### src/rtl/board_input_pkg.sv
// rtl/board_input_pkg.sv - shared types and constants for the board input debouncer
package board_input_pkg;

    localparam int SYNC_STAGES = 2;

    typedef enum logic [1:0] {
        HOLD   = 2'd0,
        RUN    = 2'd1,
        ASSERT = 2'd2
    } rst_state_t;

endpackage

### src/rtl/debounce_channel.sv
// rtl/debounce_channel.sv - synchronizer and counter debouncer for one pin
// BOARD_INPUT_EDGE_EN adds registered rise/fall pulses.
module debounce_channel #(
    parameter int DEBOUNCE_CYCLES = 500000
) (
    input  logic clock,
    input  logic reset,
    input  logic raw,
`ifdef BOARD_INPUT_EDGE_EN
    output logic rise_pulse,
    output logic fall_pulse,
`endif
    output logic level
);
    import board_input_pkg::*;

    localparam int CNT_W = $clog2(DEBOUNCE_CYCLES + 1);
    localparam logic [CNT_W-1:0] CNT_LAST = CNT_W'(DEBOUNCE_CYCLES - 1);

    logic [SYNC_STAGES-1:0] sync_q;
    logic [CNT_W-1:0]       cnt_q;
    logic                   stable_q;
    logic                   synced;
    logic                   accept;

    assign synced = sync_q[SYNC_STAGES-1];
    // The new level has persisted for DEBOUNCE_CYCLES consecutive cycles.
    assign accept = (synced != stable_q) && (cnt_q == CNT_LAST);

    always_ff @(posedge clock or negedge reset) begin
        if (!reset) begin
            sync_q   <= '0;
            cnt_q    <= '0;
            stable_q <= 1'b0;
        end else begin
            sync_q <= {sync_q[SYNC_STAGES-2:0], raw};
            if (synced == stable_q) begin
                cnt_q <= '0;
            end else if (accept) begin
                cnt_q    <= '0;
                stable_q <= synced;
            end else begin
                cnt_q <= cnt_q + CNT_W'(1);
            end
        end
    end

    assign level = stable_q;

`ifdef BOARD_INPUT_EDGE_EN
    logic rise_q;
    logic fall_q;

    always_ff @(posedge clock or negedge reset) begin
        if (!reset) begin
            rise_q <= 1'b0;
            fall_q <= 1'b0;
        end else begin
            rise_q <= accept & synced;
            fall_q <= accept & ~synced;
        end
    end

    assign rise_pulse = rise_q;
    assign fall_pulse = fall_q;
`endif

endmodule

### src/rtl/board_input_debouncer.sv
// rtl/board_input_debouncer.sv - debounced board inputs plus stretched MCU reset
// BOARD_INPUT_EDGE_EN adds rise_pulse/fall_pulse ports.
module board_input_debouncer #(
    parameter int NUM_INPUTS        = 4,
    parameter int DEBOUNCE_CYCLES   = 500000,
    parameter int RESET_CHANNEL     = 0,
    parameter int RESET_HOLD_CYCLES = 16
) (
    input  logic                  clock,
    input  logic                  reset,
    input  logic [NUM_INPUTS-1:0] raw_in,
    output logic [NUM_INPUTS-1:0] level_out,
`ifdef BOARD_INPUT_EDGE_EN
    output logic [NUM_INPUTS-1:0] rise_pulse,
    output logic [NUM_INPUTS-1:0] fall_pulse,
`endif
    output logic                  mcu_reset
);
    import board_input_pkg::*;

    localparam int HOLD_W = $clog2(RESET_HOLD_CYCLES + 1);
    localparam logic [HOLD_W-1:0] HOLD_LAST = HOLD_W'(RESET_HOLD_CYCLES - 1);

    for (genvar i = 0; i < NUM_INPUTS; i++) begin : g_ch
        debounce_channel #(
            .DEBOUNCE_CYCLES(DEBOUNCE_CYCLES)
        ) u_ch (
            .clock      (clock),
            .reset      (reset),
            .raw        (raw_in[i]),
`ifdef BOARD_INPUT_EDGE_EN
            .rise_pulse (rise_pulse[i]),
            .fall_pulse (fall_pulse[i]),
`endif
            .level      (level_out[i])
        );
    end

    rst_state_t        state_q;
    rst_state_t        state_d;
    logic [HOLD_W-1:0] hold_q;
    logic [HOLD_W-1:0] hold_d;
    logic              mcu_reset_q;
    logic              mcu_reset_d;
    logic              rst_level;

    assign rst_level = level_out[RESET_CHANNEL];

    always_ff @(posedge clock or negedge reset) begin
        if (!reset) begin
            state_q     <= HOLD;
            hold_q      <= '0;
            mcu_reset_q <= 1'b1;
        end else begin
            state_q     <= state_d;
            hold_q      <= hold_d;
            mcu_reset_q <= mcu_reset_d;
        end
    end

    // Reset is held for RESET_HOLD_CYCLES after power-up and after every release.
    always_comb begin
        state_d = state_q;
        hold_d  = hold_q;
        case (state_q)
            HOLD: begin
                if (rst_level) begin
                    state_d = ASSERT;
                    hold_d  = '0;
                end else if (hold_q == HOLD_LAST) begin
                    state_d = RUN;
                    hold_d  = '0;
                end else begin
                    hold_d = hold_q + HOLD_W'(1);
                end
            end
            RUN: begin
                if (rst_level) begin
                    state_d = ASSERT;
                end
            end
            ASSERT: begin
                if (!rst_level) begin
                    state_d = HOLD;
                    hold_d  = '0;
                end
            end
            default: begin
                state_d = HOLD;
                hold_d  = '0;
            end
        endcase
        mcu_reset_d = (state_d != RUN);
    end

    assign mcu_reset = mcu_reset_q;

endmodule

### config.mk
export PLATFORM = sky130hd
export DESIGN_NAME = board_input_debouncer
export DESIGN_NICKNAME = d
export VERILOG_FILES = /design/src/rtl/board_input_pkg.sv /design/src/rtl/debounce_channel.sv /design/src/rtl/board_input_debouncer.sv
export SDC_FILE = /design/constraint.sdc
export NUM_CORES = 1
export LEC_CHECK = 0
export CAP_MARGIN = 5
export CORE_MARGIN = 3
export CORE_UTILIZATION = 36
export DETAILED_ROUTE_END_ITERATION = 6
export DONT_BUFFER_PORTS = 1
export HOLD_SLACK_MARGIN = 0.02
export SLEW_MARGIN = 20
export SYNTH_ARGS = -nofsm -noshare
export SYNTH_HDL_FRONTEND = slang
export SYNTH_HIERARCHICAL = 1
export SYNTH_SLANG_ARGS = --single-unit
### constraint.sdc
create_clock -name clock -period 2.1 [get_ports clock]
set_input_delay 0.42 -clock clock [delete_from_list [all_inputs] [get_ports clock]]
set_output_delay 0.42 -clock clock [all_outputs]
set_load 0.05 [all_outputs]
==> results of run 1 <==
## how the worst max path moves through the flow
stage / start / to / slack, ns / cells past startpoint
global route: g_ch[2].u_ch/cnt_q[11] / g_ch[2].u_ch/level / 0.03 / 4
finish: g_ch[2].u_ch/cnt_q[11] / g_ch[2].u_ch/level / 0.21 / 4
global placement: g_ch[2].u_ch/cnt_q[11] / g_ch[2].u_ch/level / 0.22 / 4
detailed placement: g_ch[2].u_ch/cnt_q[0] / g_ch[2].u_ch/cnt_q[18] / 0.18 / 5
floorplan: g_ch[1].u_ch/cnt_q[0] / g_ch[1].u_ch/cnt_q[18] / 0.32 / 5
CTS: g_ch[2].u_ch/cnt_q[0] / g_ch[2].u_ch/cnt_q[18] / 0.17 / 5
## power by group through the flow
stage / clock, uW / sequential, uW / combinational (uW)
after floorplan: 0 / 1930 / 77.7
after global placement: 0 / 1940 / 83.2
after detailed placement: 0 / 1940 / 83.5
after CTS: 1680 / 1900 / 84.2
after global routing: 1750 / 1910 / 96.1
final: 1600 / 1910 / 82.8
## synth_stat cells (5+ instances only)
cell	instances	area [um2]
nand2_1	15	56.3
nand3_1	32	160
ha_1	5	62.6
nand4_1	16	100
xnor2_1	56	490
buf_2	5	25.0
nor2_1	80	300
o21ai_0	5	25.0
nor3_1	20	100
nor4_1	17	106
xor2_1	8	70.1
nor4_2	8	100
o31ai_1	5	37.5
dfrtp_1	95	2380
nand4_2	8	100
a21oi_1	8	40.0
mux2i_1	5	50.1
inv_1	17	63.8
## sequential cells by signal, indices dropped and copies added, names as in the netlist
name,flops
g_ch.u_ch/sync_q,8
mcu_reset,1
g_ch.u_ch/cnt_q,76
hold_q,5
state_q,2
g_ch.u_ch/level,4
## metal layers
layer  part of all wire, %  vias to the layer above  wire (um)
li1                      -                     1626          -
met1                    49                     1625       4200
met2                    47                       35       4030
met3                   2.6                        7        225
met4                   1.4                        0        123
met5                     0                        -          0
## worst max-delay path, stage by stage, from the launching register on
cell	delay [ns]
dfrtp_1	0.44
nor4_2	0.28
nand4_1	0.20
nor4_1	0.48
mux2_2	0.38
## through the flow
| stage | util (%) | hold WS [ns] |
|---|---|---|
| finish | 41.4 | -0.229 |
| floorplan | - | 0.124 |
| detailed placement | 39.1 | 0.127 |
| CTS | 41.4 | -0.249 |
| global route | 41.4 | -0.254 |
| global placement | 39.1 | 0.127 |
## cell type report
cell class / instances / area [um2]
inverter: 17 / 63.8
fill: 1223 / 7480
tap: 172 / 215
sequential: 96 / 2400
multi-input combinational: 331 / 2230
clock inverter: 5 / 56.3
timing repair buffer: 12 / 90.1
clock buffer: 11 / 233
## timing repair
item,in CTS,in global routing
resized for setup,0,1
endpoints found under the hold margin,96,96
endpoints found under the setup margin,0,1
## cell families (layout without fill, tap and decap cells)
group,after synthesis,in the layout,share of synthesized area (%)
and+or+nand+nor,226,226,26.2
AOI/OAI and AO/OA,27,27,5.33
adders and majority gates,5,5,1.31
DFF,96,96,50.4
buffers and inverters,27,45,2.97
muxes,9,9,2.00
xor gates and xnor gates,64,64,11.8
==> results.md, run 1 <==
* Status: finished, violations left
* Failing checks: hold timing
* Max-slew headroom at 65.3%
* Core area at 12800 um2
* TritonRoute pass-1 iters at 4
* Power per cell area at 678 nW/um2
* DR iter-0 viols at 200
* Highest clock rate at about 530 MHz
* Most common cell after layout, fill and taps aside: dfrtp_1
* Cell count after synthesis at 454
* Final setup viols at 0
* Pleak at between 0.002 and 0.0025 uW
* Ant. Diodes at 0
* VDD IR-drop max at around 0.41 mV
* Worst skew pair latency at 0.34 ns
* Vias in the first global route at 3328
* Fraction of registers with async set/reset at 100%
* Psw at 753 uW
* Die span in y at 121 um
* Post-Syn Area at 4770 um2
* Post-route setup TNS at 0 ns
* Seq cells post-synth at 96
* Overall Power at around 3600 uW
* Most frequent cells in the layout: dfrtp_1, nor2_1, xnor2_1
* CP Capture Type: flip-flop
* Hold Slack at -0.229 ns
* IO Port Bufs at 0
* CTS tree: yes
* Top FF cell, synth: dfrtp_1
* Syn-to-layout area delta at 11.0%
* Data arrival, critical path at about 2.1 ns
* Clock Skews at 0.00577 ns
* NumNets Final at roughly 480
* Chip width at 121 um
* Final Instance Area at 5290 um2
* Worst Tran Pin Value at 0.521 ns
* DP Worst Slack at 0.176 ns
* Power share of the clock group at between 40 and 50%
* CTS sink cnt at 96
* I/O pin total at 11
* Residual DRC at 0
* Worst Reg-to-Reg Cells at 4
* Worst hold path type: in -> async
* Post-DP HPWL at 5830 um
* GPL Wtd Cong at 0.814
* Routed Antenna Nets at 0
* Placed insts at 628
* Placed Area at ~5000 um2
* Longest Clk Path Bufs at 2
* Critical path fanouts, max at 4
* Clk pin slew, worst setup/hold paths at roughly 0.060 ns
* Post-CTS Setup Repair Bufs at 0
* CTS Root Cell: clkbuf_16
* WP data required at about 2.3 ns
* Post-synthesis cell type count at 40
* Final Hold Viols at 96
* Maxcap violations at 0
* Total GRT Usage at between 10% and 20%
* Total congestion overflow at 0
* Non-Filler Instances at between 600 and 700
* Reg power frac at 53.1%
* Flop2flop setup slack at 0.21 ns
* Combinational Power Share at ~2.3%
* Setup ws final at about 0.21 ns
* Share of cells above drive strength 1 at 11.9%
* Met1 GRT Util at 17.4%
* FP Rows at 41
* Slew Limit Fails at 0
* Post-synth EDFFs at 0
* Largest net degree at the start of global routing at 97
* Met3 Usage GRT at 2.61%
* First-pass GRT wire length at ~16000 um
* H-tree depth at 3
* Sw frac at a little over a fifth
* Met2 GRT Util at 20.5%
* Via count at 3293
* Reg-to-reg critical path startpoint: g_ch[2].u_ch/cnt_q[11]
* Wire length per cell at between 10 and 15 um
* Vias per Instance at between 5 and 6
* Fin crit period at roughly 1.9 ns
* Period Utilization, post-route at 89.8%
* RSZ-0062 raised after global routing: false
* Ys Warns at 6
* Syn nets at 465
* Mapped Avg Cell Area at 10.5 um2
* Initial antenna violation count at 0
* GR peak layer: met2
* Initial Utilization at 37.3%
* Die Area at 14700 um2
* CP startpoint kind: flip-flop
* Seq/Total Area, Yosys at roughly half
* RR Endpoint: g_ch[2].u_ch/level
* Internal Power at 2840 uW
* CTS Buf Count at 9
* Worst setup path class: reg -> reg
* Total Routed Length at 8580 um
(Power assumes the default switching activity.)
==> run 2, diff against run 1 <==
CORE_ASPECT_RATIO = 1.4   (was unset)
==> results.md, run 2 (same netlist as run 1, synthesis figures left out) <==
* Internal Power at 2840 uW (about the same)
* Routed Antenna Nets at 0 (unchanged)
* Setup ws final at 0.171 ns (-0.0433 ns)
* Longest Clk Path Bufs at 2 (unchanged)
* Power per cell area at 685 nW/um2 (+0.91%)
* VDD IR-drop max at 0.413 mV (-0.33%)
* GPL Wtd Cong at 0.836 (+2.7%)
* Residual DRC at 0 (unchanged)
* Share of cells above drive strength 1 at 11.9% (+0.025 points)
* CTS Buf Count at 9 (unchanged)
* Combinational Power Share at 2.3% (about the same)
* TritonRoute pass-1 iters at 4 (unchanged)
* Worst skew pair latency at 0.34 ns (about the same)
* CTS Root Cell: clkbuf_16
* Failing checks: hold timing
* Ant. Diodes at 0 (unchanged)
* Die Area at 14700 um2 (+0.13%)
* Flop2flop setup slack at 0.17 ns (-0.04 ns)
* Worst hold path type: in -> async
* Core area at 12900 um2 (+0.79%)
* FP Rows at 49 (+20%)
* H-tree depth at 3 (unchanged)
* Most common cell after layout, fill and taps aside: dfrtp_1
* Final setup viols at 0 (unchanged)
* Sw frac at 21.2% (+0.18 points)
* Most frequent cells in the layout: dfrtp_1, nor2_1, xnor2_1
* Power share of the clock group at 44.9% (+0.3 points)
* Initial antenna violation count at 0 (unchanged)
* Post-cts resize count at 0 (unchanged)
* Worst Reg-to-Reg Cells at 5 (+1)
* Psw at 762 uW (+1.1%)
* Reg-to-reg critical path startpoint: g_ch[1].u_ch/cnt_q[0]
* Largest net degree at the start of global routing at 97 (unchanged)
* Max reg flops at 76 (unchanged)
* DP Worst Slack at 0.165 ns (-0.0109 ns)
* Die span in y at 142 um (+17%)
* Post-route setup TNS at 0 ns (unchanged)
* Hold Slack at -0.220 ns (+0.00874 ns)
* DR iter-0 viols at 150 (-25%)
* CTS sink cnt at 96 (unchanged)
* WP data required at 2.37 ns (+0.05 ns)
* Final Hold Viols at 96 (unchanged)
* Maxcap violations at 0 (unchanged)
* RSZ-0062 raised after global routing: false
* Via count at 3278 (-0.46%)
* Uppermost layer routed: met4
* Crit-path slowest cell: dfrtp_1
* CP startpoint kind: flip-flop
* CP max stage delay at 0.40 ns (-0.08 ns)
* Vias per Instance at 5.25 (+2.7%)
* Post-CTS Setup Repair Bufs at 0 (unchanged)
* First-pass GRT wire length at 15100 um (-3.0%)
* Reg power frac at 52.9% (-0.2 points)
* Met3 Routed Length at 256 um (+14%)
* Initial Utilization at 37.0% (-0.29 points)
* Post-DP HPWL at 5930 um (+1.7%)
* Crit-path cells: ha_1 -> nand4_2 -> or2_2 -> or4_1 -> a21oi_1
* Largest regs: g_ch.u_ch/cnt_q: 76 flops, g_ch.u_ch/sync_q: 8 flops, hold_q: 5 flops
* Top reg by flops: g_ch.u_ch/cnt_q
* CTS tree: yes
* Wire length per cell at 13.6 um (+1.9%)
* Syn-to-layout area delta at 10.3%
* IO Port Bufs at 0 (unchanged)
* Slew Limit Fails at 0 (unchanged)
* CP Capture Type: flip-flop
* Pleak at 0.00208 uW (-0.59%)
* Met2 wire length at 4350 um (+7.9%)
* Clk pin slew, worst setup/hold paths at 0.07 ns (about the same)
* Clock Skews at 0.00714 ns (+0.00138 ns)
* Vias in the first global route at 3256 (-2.2%)
* Total Routed Length at 8470 um (-1.3%)
* Status: finished, violations left
* Period Utilization, post-route at 91.9% (+2.1 points)
* I/O pin total at 11 (unchanged)
* Critical path fanouts, max at 8 (+4)
* Fin crit period at 1.93 ns (+0.0433 ns)
* NumNets Final at 477 (-0.21%)
* Worst Tran Pin Value at 0.516 ns (-0.00478 ns)
* Worst setup path class: reg -> reg
* Highest clock rate at 518 MHz (-2.2%)
* RR Endpoint: g_ch[1].u_ch/cnt_q[18]
* DRT met1 WL at 3720 um (-12%)
* Total congestion overflow at 0 (unchanged)
* Data arrival, critical path at 2.20 ns (+0.09 ns)
* Total GRT Usage at 12.7% (-0.27 points)
* Max-slew headroom at 65.6% (+0.32 points)
* Chip width at 103 um (-15%)
==> run 2: routing by layer <==
layer | vias up | global-route usage (%)
met1 | 1605 | 15.4
met4 | 0 | 4.30
li1 | 1616 | -
met5 | - | 0
met2 | 46 | 21.8
met3 | 11 | 3.33
==> run 2: worst max-delay path by stage <==
| stage | startpoint | slack [ns] | cells after the start | endpoint |
|---|---|---|---|---|
| final | g_ch[1].u_ch/cnt_q[0] | 0.17 | 5 | g_ch[1].u_ch/cnt_q[18] |
| after global routing | g_ch[3].u_ch/cnt_q[11] | 0.03 | 4 | g_ch[3].u_ch/level |
| after CTS | g_ch[1].u_ch/cnt_q[0] | 0.16 | 5 | g_ch[1].u_ch/cnt_q[18] |
| after detailed placement | g_ch[1].u_ch/cnt_q[0] | 0.16 | 5 | g_ch[1].u_ch/cnt_q[18] |
| after global placement | g_ch[1].u_ch/cnt_q[0] | 0.20 | 5 | g_ch[1].u_ch/cnt_q[18] |
| after floorplan | g_ch[1].u_ch/cnt_q[0] | 0.32 | 5 | g_ch[1].u_ch/cnt_q[18] |
==> run 2: worst max-delay path, delay by kind of cell (launching register included) <==
kind	cells	cell delay, ns
flops	1	0.40
simple gates	3	1.06
fa+ha+maj	1	0.25
compound gates	1	0.14
==> run 2: layout make-up <==
class                   count  area (um2)
inverters                  17        63.8
clock inverters             6        67.6
well taps                 153         191
fillers                  1249        7620
flip-flops and latches     96        2400
clock buffers              10         229
repair buffers             11        82.6
multi-input cells         331        2220
==> run 2: per-stage QoR <==
stage	total power [uW]	cell area (um2)	cells	hold WS, ns	utilization, %
2_1_floorplan	2000	4770	454	0.124	-
3_3_place_gp	2020	4960	608	0.130	38.5
3_5_place_dp	2020	4960	608	0.130	38.5
4_1_cts	3670	5260	624	-0.242	40.8
5_1_grt	3760	5260	624	-0.248	40.8
6_report	3600	5260	624	-0.220	40.8
==> run 2: power groups by stage <==
| stage | clock network [uW] | registers [uW] | logic (uW) |
|---|---|---|---|
| 6_report | 1620 | 1900 | 81.7 |
| 5_1_grt | 1760 | 1910 | 94.5 |
| 4_1_cts | 1680 | 1900 | 84.3 |
| 3_5_place_dp | 0 | 1940 | 83.7 |
| 3_3_place_gp | 0 | 1940 | 82.1 |
| 2_1_floorplan | 0 | 1930 | 77.7 |
